`src/rtl/mul_div_unit.sv`:
```
// Iterative radix-2 multiply/divide unit with architectural HI/LO registers.
// Serves MULT/MULTU/DIV/DIVU/MTHI/MTLO beside the execute-stage ALU.
module mul_div_unit #(
  parameter int WIDTH = 32,
  parameter int CNT_W = $clog2(WIDTH) + 1
) (
  input  logic             clk,
  input  logic             resetN,
  input  logic             start,
  input  logic [2:0]       op,
  input  logic [WIDTH-1:0] opA,
  input  logic [WIDTH-1:0] opB,
  input  logic             abort,
  output logic             busy,
  output logic             done,
  output logic [WIDTH-1:0] hi,
  output logic [WIDTH-1:0] lo
);

  typedef enum logic [1:0] {IDLE, RUN, FIX} state_t;

  typedef enum logic [2:0] {
    OP_MULT  = 3'd0,
    OP_MULTU = 3'd1,
    OP_DIV   = 3'd2,
    OP_DIVU  = 3'd3,
    OP_MTHI  = 3'd4,
    OP_MTLO  = 3'd5,
    OP_NOP6  = 3'd6,
    OP_NOP7  = 3'd7
  } op_t;

  state_t               state, state_n;
  logic [CNT_W-1:0]     cnt;
  logic                 is_div, neg_res, neg_rem, div_zero;
  logic [WIDTH-1:0]     mag;   // multiplicand (MULT) or divisor (DIV) magnitude
  logic [2*WIDTH-1:0]   acc;   // {partial product | remainder, multiplier | quotient}

  op_t                  op_e;
  logic                 start_md, start_mt, fix_commit;
  logic                 signed_op, a_neg, b_neg;
  logic [WIDTH-1:0]     abs_a, abs_b;

  logic [WIDTH:0]       mul_sum, add_val;
  logic [WIDTH:0]       shifted, rem_full;
  logic                 div_ok;
  logic [2*WIDTH-1:0]   mul_next, div_next, step;
  logic                 unused_rem_msb;

  logic [2*WIDTH-1:0]   prod;
  logic [WIDTH-1:0]     quot, rem, res_hi, res_lo;

  assign op_e = op_t'(op);

  // Decode and next-state logic.
  // NOTE: every signal gets a default first so no path leaves it unassigned (no latch).
  always_comb begin
    state_n    = state;
    start_md   = 1'b0;
    start_mt   = 1'b0;
    fix_commit = 1'b0;
    signed_op  = (op_e == OP_MULT) || (op_e == OP_DIV);
    a_neg      = signed_op && opA[WIDTH-1];
    b_neg      = signed_op && opB[WIDTH-1];
    abs_a      = a_neg ? -opA : opA;
    abs_b      = b_neg ? -opB : opB;

    unique case (state)
      IDLE: begin
        // abort outranks start even though nothing is in flight
        if (start && !abort) begin
          start_md = (op_e == OP_MULT) || (op_e == OP_MULTU) ||
                     (op_e == OP_DIV)  || (op_e == OP_DIVU);
          start_mt = (op_e == OP_MTHI) || (op_e == OP_MTLO);
        end
        if (start_md) state_n = RUN;
      end
      RUN: begin
        if (abort)                     state_n = IDLE;
        else if (cnt == CNT_W'(1))     state_n = FIX;
      end
      FIX: begin
        fix_commit = !abort;
        state_n    = IDLE;
      end
      default: state_n = IDLE;
    endcase
  end

  // One radix-2 iteration of either datapath.
  always_comb begin
    mul_sum  = {1'b0, acc[2*WIDTH-1:WIDTH]} + {1'b0, mag};
    add_val  = acc[0] ? mul_sum : {1'b0, acc[2*WIDTH-1:WIDTH]};
    mul_next = {add_val, acc[WIDTH-1:1]};

    shifted  = {acc[2*WIDTH-1:WIDTH], acc[WIDTH-1]};
    div_ok   = (shifted >= {1'b0, mag});
    rem_full = div_ok ? (shifted - {1'b0, mag}) : shifted;
    div_next = {rem_full[WIDTH-1:0], acc[WIDTH-2:0], div_ok};

    step     = is_div ? div_next : mul_next;
  end

  // Remainder is always below the divisor, so the top bit is provably zero.
  assign unused_rem_msb = rem_full[WIDTH];

  // Sign fix-up applied in FIX. Divide-by-zero falls out of the restoring
  // loop as remainder = |dividend|, so only the quotient needs forcing.
  always_comb begin
    prod   = neg_res ? -acc : acc;
    quot   = acc[WIDTH-1:0];
    rem    = acc[2*WIDTH-1:WIDTH];
    res_hi = prod[2*WIDTH-1:WIDTH];
    res_lo = prod[WIDTH-1:0];
    if (is_div) begin
      res_hi = neg_rem ? -rem : rem;
      res_lo = div_zero ? '1 : (neg_res ? -quot : quot);
    end
  end

  // NOTE: sequential state uses non-blocking assignments so all flops update together.
  always_ff @(posedge clk or negedge resetN) begin
    if (!resetN) begin
      state    <= IDLE;
      busy     <= 1'b0;
      done     <= 1'b0;
      hi       <= '0;
      lo       <= '0;
      cnt      <= '0;
      is_div   <= 1'b0;
      neg_res  <= 1'b0;
      neg_rem  <= 1'b0;
      div_zero <= 1'b0;
      mag      <= '0;
      acc      <= '0;
    end else begin
      state <= state_n;
      busy  <= (state_n != IDLE);
      done  <= fix_commit || start_mt;

      if (start_md) begin
        cnt      <= CNT_W'(WIDTH);
        is_div   <= op[1];
        neg_res  <= a_neg ^ b_neg;
        neg_rem  <= a_neg;
        div_zero <= (opB == '0);
        mag      <= op[1] ? abs_b : abs_a;
        acc      <= {{WIDTH{1'b0}}, (op[1] ? abs_a : abs_b)};
      end else if (state == RUN && !abort) begin
        cnt <= cnt - CNT_W'(1);
        acc <= step;
      end

      if (fix_commit) begin
        hi <= res_hi;
        lo <= res_lo;
      end else if (start_mt) begin
        if (op_e == OP_MTHI) hi <= opA;
        else                 lo <= opA;
      end
    end
  end

endmodule

```
`config.mk`:
```
export PLATFORM = sky130hd
export DESIGN_NAME = mul_div_unit
export DESIGN_NICKNAME = d
export VERILOG_FILES = /design/src/rtl/mul_div_unit.sv
export SDC_FILE = /design/constraint.sdc
export NUM_CORES = 1
export LEC_CHECK = 0
export CORE_MARGIN = 2
export CORE_UTILIZATION = 35
export DETAILED_ROUTE_END_ITERATION = 10
export SLEW_MARGIN = 20
export SYNTH_ARGS = -nofsm -noshare
export SYNTH_HDL_FRONTEND = slang
export SYNTH_SLANG_ARGS = --single-unit
```
`constraint.sdc`:
```
create_clock -name clk -period 3.6 [get_ports clk]
set_clock_uncertainty 0.05 [all_clocks]
set_input_delay 0.54 -clock clk [delete_from_list [all_inputs] [get_ports clk]]
set_output_delay 0.54 -clock clk [all_outputs]
set_load 0.1 [all_outputs]
```
**After elaboration in Yosys (flattened, before gate mapping)**

Cells that the tools add are included.

- Output and inout bits: 66
- Word-level logic and storage cells: 84
- Input port bits: 71
- Bits in registers: 174

- Order comparisons: 1
- Multiplexer cells: 33
- Reductions and logical operators: 20
- $add $sub $neg: 8
- Eq/ne operators: 9
- Bitwise logic cells: 1

Operators with widths:

| cell | number |
|---|---|
| 32-bit two-way mux | 16 |
| 64-bit two-way mux | 4 |
| 32-bit negator | 4 |
| 64-bit negator | 1 |
| 32-bit by 32-bit adder with 33-bit output | 1 |
| 33-bit by 32-bit greater-or-equal comparator with 1-bit output | 1 |
| 33-bit two-way mux | 1 |
| 32-bit zero test | 1 |
| 32-bit subtractor | 1 |
| 6-bit two-way mux | 2 |
| 2-bit nonzero test | 4 |
| 3-bit by 2-bit equality test with 1-bit output (second input constant) | 2 |
| 3-bit equality test (second input constant) | 2 |
| 6-bit by 1-bit equality test with 1-bit output (second input constant) | 1 |
| 1-bit logical OR | 6 |
| 1-bit two-way mux | 6 |
| 2-bit two-way mux | 3 |
| 6-bit by 1-bit subtractor with 6-bit output (second input constant) | 1 |
| 1-bit logical AND | 4 |
| 2-bit one-hot mux with 2 select lines | 1 |
| 2-bit AND reduction | 2 |
| 3-bit by 1-bit equality test with 1-bit output (second input constant) | 1 |
| 3-bit zero test | 1 |
| 2-bit by 1-bit equality test with 1-bit output (second input constant) | 1 |
| other kinds (5) | 5 |

**Depth between registers and ports, before layout**

Gate-level depths: netlist of the first run.

- Depth in word-level cells: 9
- Gate-level depth with buffers: 14
- Mapped depth without buffers: 13

**Worst setup path after synthesis of the first run**

No wires, ideal clock.

- Kind: register to register
- Start: reg acc[0]
- End: reg hi[24]
- Data required time: 3417 ps
- Path buffers: 4
- Setup slack: 130 ps
- Arrival time: 3287 ps
- Setup time: 133 ps
- Cell stages (with the launch flop): 15
- Path through: dfrtp_1 > clkbuf_1 > clkinv_1 > clkbuf_1 > ha_1 > or4b_4 > nor4_4 > nand4_1 > or4_1 > buf_2 > and2_1 > clkbuf_2 > or3_1 > nand3_1 > o21ai_0

- Word-level cells in the longest chain between the ends: 4

RTL lines:

| item | RTL line | text |
|---|---|---|
| start: declaration | 37 | `logic [2*WIDTH-1:0] acc;` |
| start signal: assignment | 148 | `acc <= {{WIDTH{1'b0}}, (op[1] ? abs_a : abs_b)};` |
| start signal: assignment | 151 | `acc <= step;` |
| 64-bit negator | 110 | `prod = neg_res ? -acc : acc;` |
| 64-bit two-way mux | 110 |  |
| 32-bit two-way mux | 115 | `if (is_div) begin` |
| 32-bit two-way mux | 154 | `if (fix_commit) begin` |
| end signal: assignment | 155 | `hi <= res_hi;` |
| end signal: assignment | 158 | `if (op_e == OP_MTHI) hi <= opA;` |
| end: declaration | 16 | `output logic [WIDTH-1:0] hi,` |

Every way passes these cells.
A chain may end at the register's enable or synchronous reset.

**Worst setup path in the final report of the first run**

- Start: reg acc[0]
- End: reg hi[12]

Same word-level chain as after synthesis.

==> results of run 1 <==
-- per-stage QoR --
step | utilization (%) | setup slack [ns] | hold WS (ns)
final | 43.1 | 0.145 | 0.120
after floorplan | - | 0.130 | 0.194
after CTS | 43.1 | 0.149 | 0.149
after detailed placement | 41.8 | -0.201 | 0.475
after global placement | 41.8 | -0.218 | 0.473
after global routing | 43.1 | 0.00833 | 0.185
-- logic make-up after synthesis --
logic type	Yosys count
flops	174
compound gates	652
fa+ha+maj	72
xor+xnor	163
buf+inv	209
mux	101
simple gates	679
-- worst max-delay path by stage --
stage	startpoint	to	slack, ns	cells after the start
6_report	acc[0]$_DFFE_PN0P_	hi[12]$_DFFE_PN0P_	0.15	11
4_1_cts	mag[18]$_DFFE_PN0P_	acc[63]$_DFFE_PN0P_	0.15	12
2_1_floorplan	acc[0]$_DFFE_PN0P_	hi[24]$_DFFE_PN0P_	0.13	14
5_1_grt	acc[34]$_DFFE_PN0P_	acc[62]$_DFFE_PN0P_	0.008	10
3_5_place_dp	opA[0]	mag[30]$_DFFE_PN0P_	-0.20	14
3_3_place_gp	opA[0]	mag[30]$_DFFE_PN0P_	-0.22	14
-- sequential cells by signal, indices dropped and copies added, names as in the netlist --
signal and cells:
done 1, div_zero 1, lo 32, mag 32
cnt 6, neg_res 1, busy 1, hi 32
is_div 1, state 2, acc 64, neg_rem 1
-- power groups by stage --
stage,clock network (mW),logic (mW),registers [mW]
after floorplan,0,6.24,4.77
after global placement,0,11.2,3.36
after detailed placement,0,11.3,3.37
after CTS,1.98,11.3,3.34
after global routing,2.05,12.4,3.42
final,1.96,11.5,3.35
-- layout make-up --
cell class                      instances  area, um^2  area share [%]
Multi-Input combinational cell       1667       10800            55.4
Sequential cell                       174        4360            22.4
Inverter                               68         255            1.31
Tap cell                              600         751            3.86
Clock buffer                           23         478            2.46
Timing Repair Buffer                  309        2730            14.0
Clock inverter                          8         106           0.547
-- metal layers --
metal	wire length, um	share of wire, %
met4	2050	3.3
met5	0	0
met2	27500	44
met1	28500	45
met3	4680	7.5
-- cells in the mapped netlist (4+ instances only) --
cell type	instances	area share, %
nand2_1	269	6.3
a21oi_1	189	5.9
o21ai_0	187	5.9
dfrtp_1	174	27
nor2_1	156	3.7
clkbuf_1	115	2.7
mux2i_1	95	6.0
xor2_1	87	4.8
xnor2_1	76	4.2
ha_1	70	5.5
inv_1	66	1.6
nand3_1	48	1.5
o211ai_1	44	2.1
nor3_1	38	1.2
a32oi_1	32	1.8
a21o_1	31	1.5
a211oi_1	25	1.2
nand2b_1	24	0.94
o31ai_1	20	0.94
or3_1	19	0.75
o221ai_1	16	0.88
nor2b_1	15	0.59
nor4_1	15	0.59
a31oi_1	13	0.51
and3_1	13	0.51
o21bai_1	12	0.56
or4_1	12	0.56
nand4_1	10	0.39
o41ai_1	10	0.55
and2_1	9	0.35
nand3b_1	9	0.42
buf_1	8	0.19
a211o_1	7	0.38
buf_2	7	0.22
or2_2	7	0.27
a22oi_1	6	0.28
mux2_2	6	0.42
o21a_1	6	0.28
o21ai_1	6	0.19
a22o_1	5	0.27
o311ai_0	5	0.27
a221oi_1	4	0.22
clkbuf_2	4	0.13
or4_4	4	0.28
-- worst register-to-register path, stage by stage, from the launching register on --
cell and delay (ns):
dfrtp_1 0.40, clkinv_1 0.08, ha_1 0.18, or4b_4 0.52
nor4_4 0.35, nand4_1 0.20, or4_1 0.64, o211ai_1 0.28
a21oi_1 0.08, o21ai_0 0.30, buf_4 0.18, o21ai_0 0.08
-- timing repair --
item                                    4_1_cts  5_1_grt
endpoints found under the hold margin         0        0
endpoints found under the setup margin        0        1
resized for setup                             0        0
==> metrics, run 1 <==
via count ~17000; antenna fix cells 0; Max-Cap Viols 0; Seq pwr share 19.9%; worst r2r dst hi[12]$_DFFE_PN0P_; post-route cell area 19500 um^2; Worst path slowest cell or4_1; Max FO, Critical Path 7; die height 217 um; CTS H-tree depth 4; Crit. End Element flip-flop; switching pwr 8.91 mW; Worst-Margin Slew 1.02 ns; Post-Route WL approximately 63000 um; M1 GR Usage 38.1%; Worst Setup Start Kind flip-flop; Detailed Routing Iterations Pass 1 5; post-route ant nets 0; worst-case clock buffer depth 2; fill count roughly 4600; Syn Nets 2193; WL per Instance about 22 um; Initial Util 35.3%; drc violations 0; Leak ~8.2 nW; Syn Area/Cell 7.78 um^2; Inserted Clock Buffers 17; final net count 2380; Post-synth EDFFs 0; commonest non-fill, non-tap cell in the layout nand2_1; setup TNS 0 ns; xor/xnor cell area share of the yosys netlist 8.95%; row count between 70 and 80; Clk pwr share about 12%; outcome complete, no violations; Min Clock Period, post-route 3.45 ns; cell repeated most along the worst path o21ai_0; Reg2Reg Setup Slack 0.15 ns; core area around 45000 um^2; Post CTS Setup Buffer Count 0; latest clock arrival within the worst-skew pair 0.46 ns; FF+latch count, synth 174; unrepaired setup endpoints after global routing false; placed inst area about 19000 um^2; Peak Freq 289 MHz; CTS sink cnt 174; routing usage on met3 4.10%; GR Overflow Total 0; Final Cycle Share 96.0%; Power Dens Cells 863 nW/um^2; hold_buf cts 0; reg2reg path depth 11; slew margin rel. 31.6%; most frequent cells in the layout nand2_1 (268), a21oi_1 (188), o21ai_0 (187), dfrtp_1 (173), buf_4 (168); vias in the first global route 16000; kind of critical path reg -> reg; Max VDD drop slightly above 0.0006 V; Comb power frac between 60% and 70%; clk slew on worst S/H paths roughly 0.07 ns; first-pass GRT wire length 96300 um; Cell variety after synth 94; GRT Max-Usage Layer met2; FFs w/ async S/R, synth 100%; total power 16.8 mW; synthesized area 15900 um^2; DIE AREA 47300 um^2; Setup Viol. Count Final 0; largest family of logic cells by synthesized area compound AO/OA/AOI/OAI gates; critical path's top delay family simple AND/OR/NAND/NOR gates; DIE WIDTH 217 um; Seq/Total Area, Yosys 27.3%; gpl congestion 0.963; antenna violations before repair 0; Finished Layout Cells 2849; largest net degree at the start of global routing between 100 and 150; min-delay worst type in -> async; Compound-Gate Fraction of Synth Area 25.9%; CTS tree yes; Buf/Inv on CP 2; RR Startpoint acc[0]$_DFFE_PN0P_; post-synthesis mux area share 6.39%; worst path cell trace clkinv_1 -> ha_1 -> or4b_4 -> nor4_4 -> nand4_1 -> or4_1 -> o211ai_1 -> a21oi_1 -> o21ai_0 -> buf_4 -> o21ai_0; Switching Share a little over half; Syn Inst Count 2050; required time worst endpoint 3.87 ns; Synth-to-Final Area Change 22.0%; I/O Pins 137; Final Max Tran Viols 0; Top FF cell, synth dfrtp_1; CTS root buffer clkbuf_16; Crit path largest cell delay about 0.64 ns; Synth Area in Simple Gates between 20% and 30%; DR iter-0 viols 1698; Total GRT Usage 26.5%; placed cell count 2818; Post-DP HPWL 48900 um; met2 Resource Use GR 40.2%; arrival time at the worst endpoint approximately 3.7 ns; DR vias/cell 5.88; Synth Warn # 0; post-synthesis adder-cell area fraction around 5.7%; fraction of layout cells with a size suffix above 1 11.2%; Final Hold Viols 0; PortBufs between 100 and 150; Pint 7.89 mW
No activity file was read; power rests on OpenSTA's default activity.
==> run 2, diff against run 1 <==
CTS_CLUSTER_SIZE = 16   (was unset)
HOLD_SLACK_MARGIN = 0.06   (was unset)
==> results of run 2 <==
The final DEF is identical to that of run 1; final timing and power are the same.
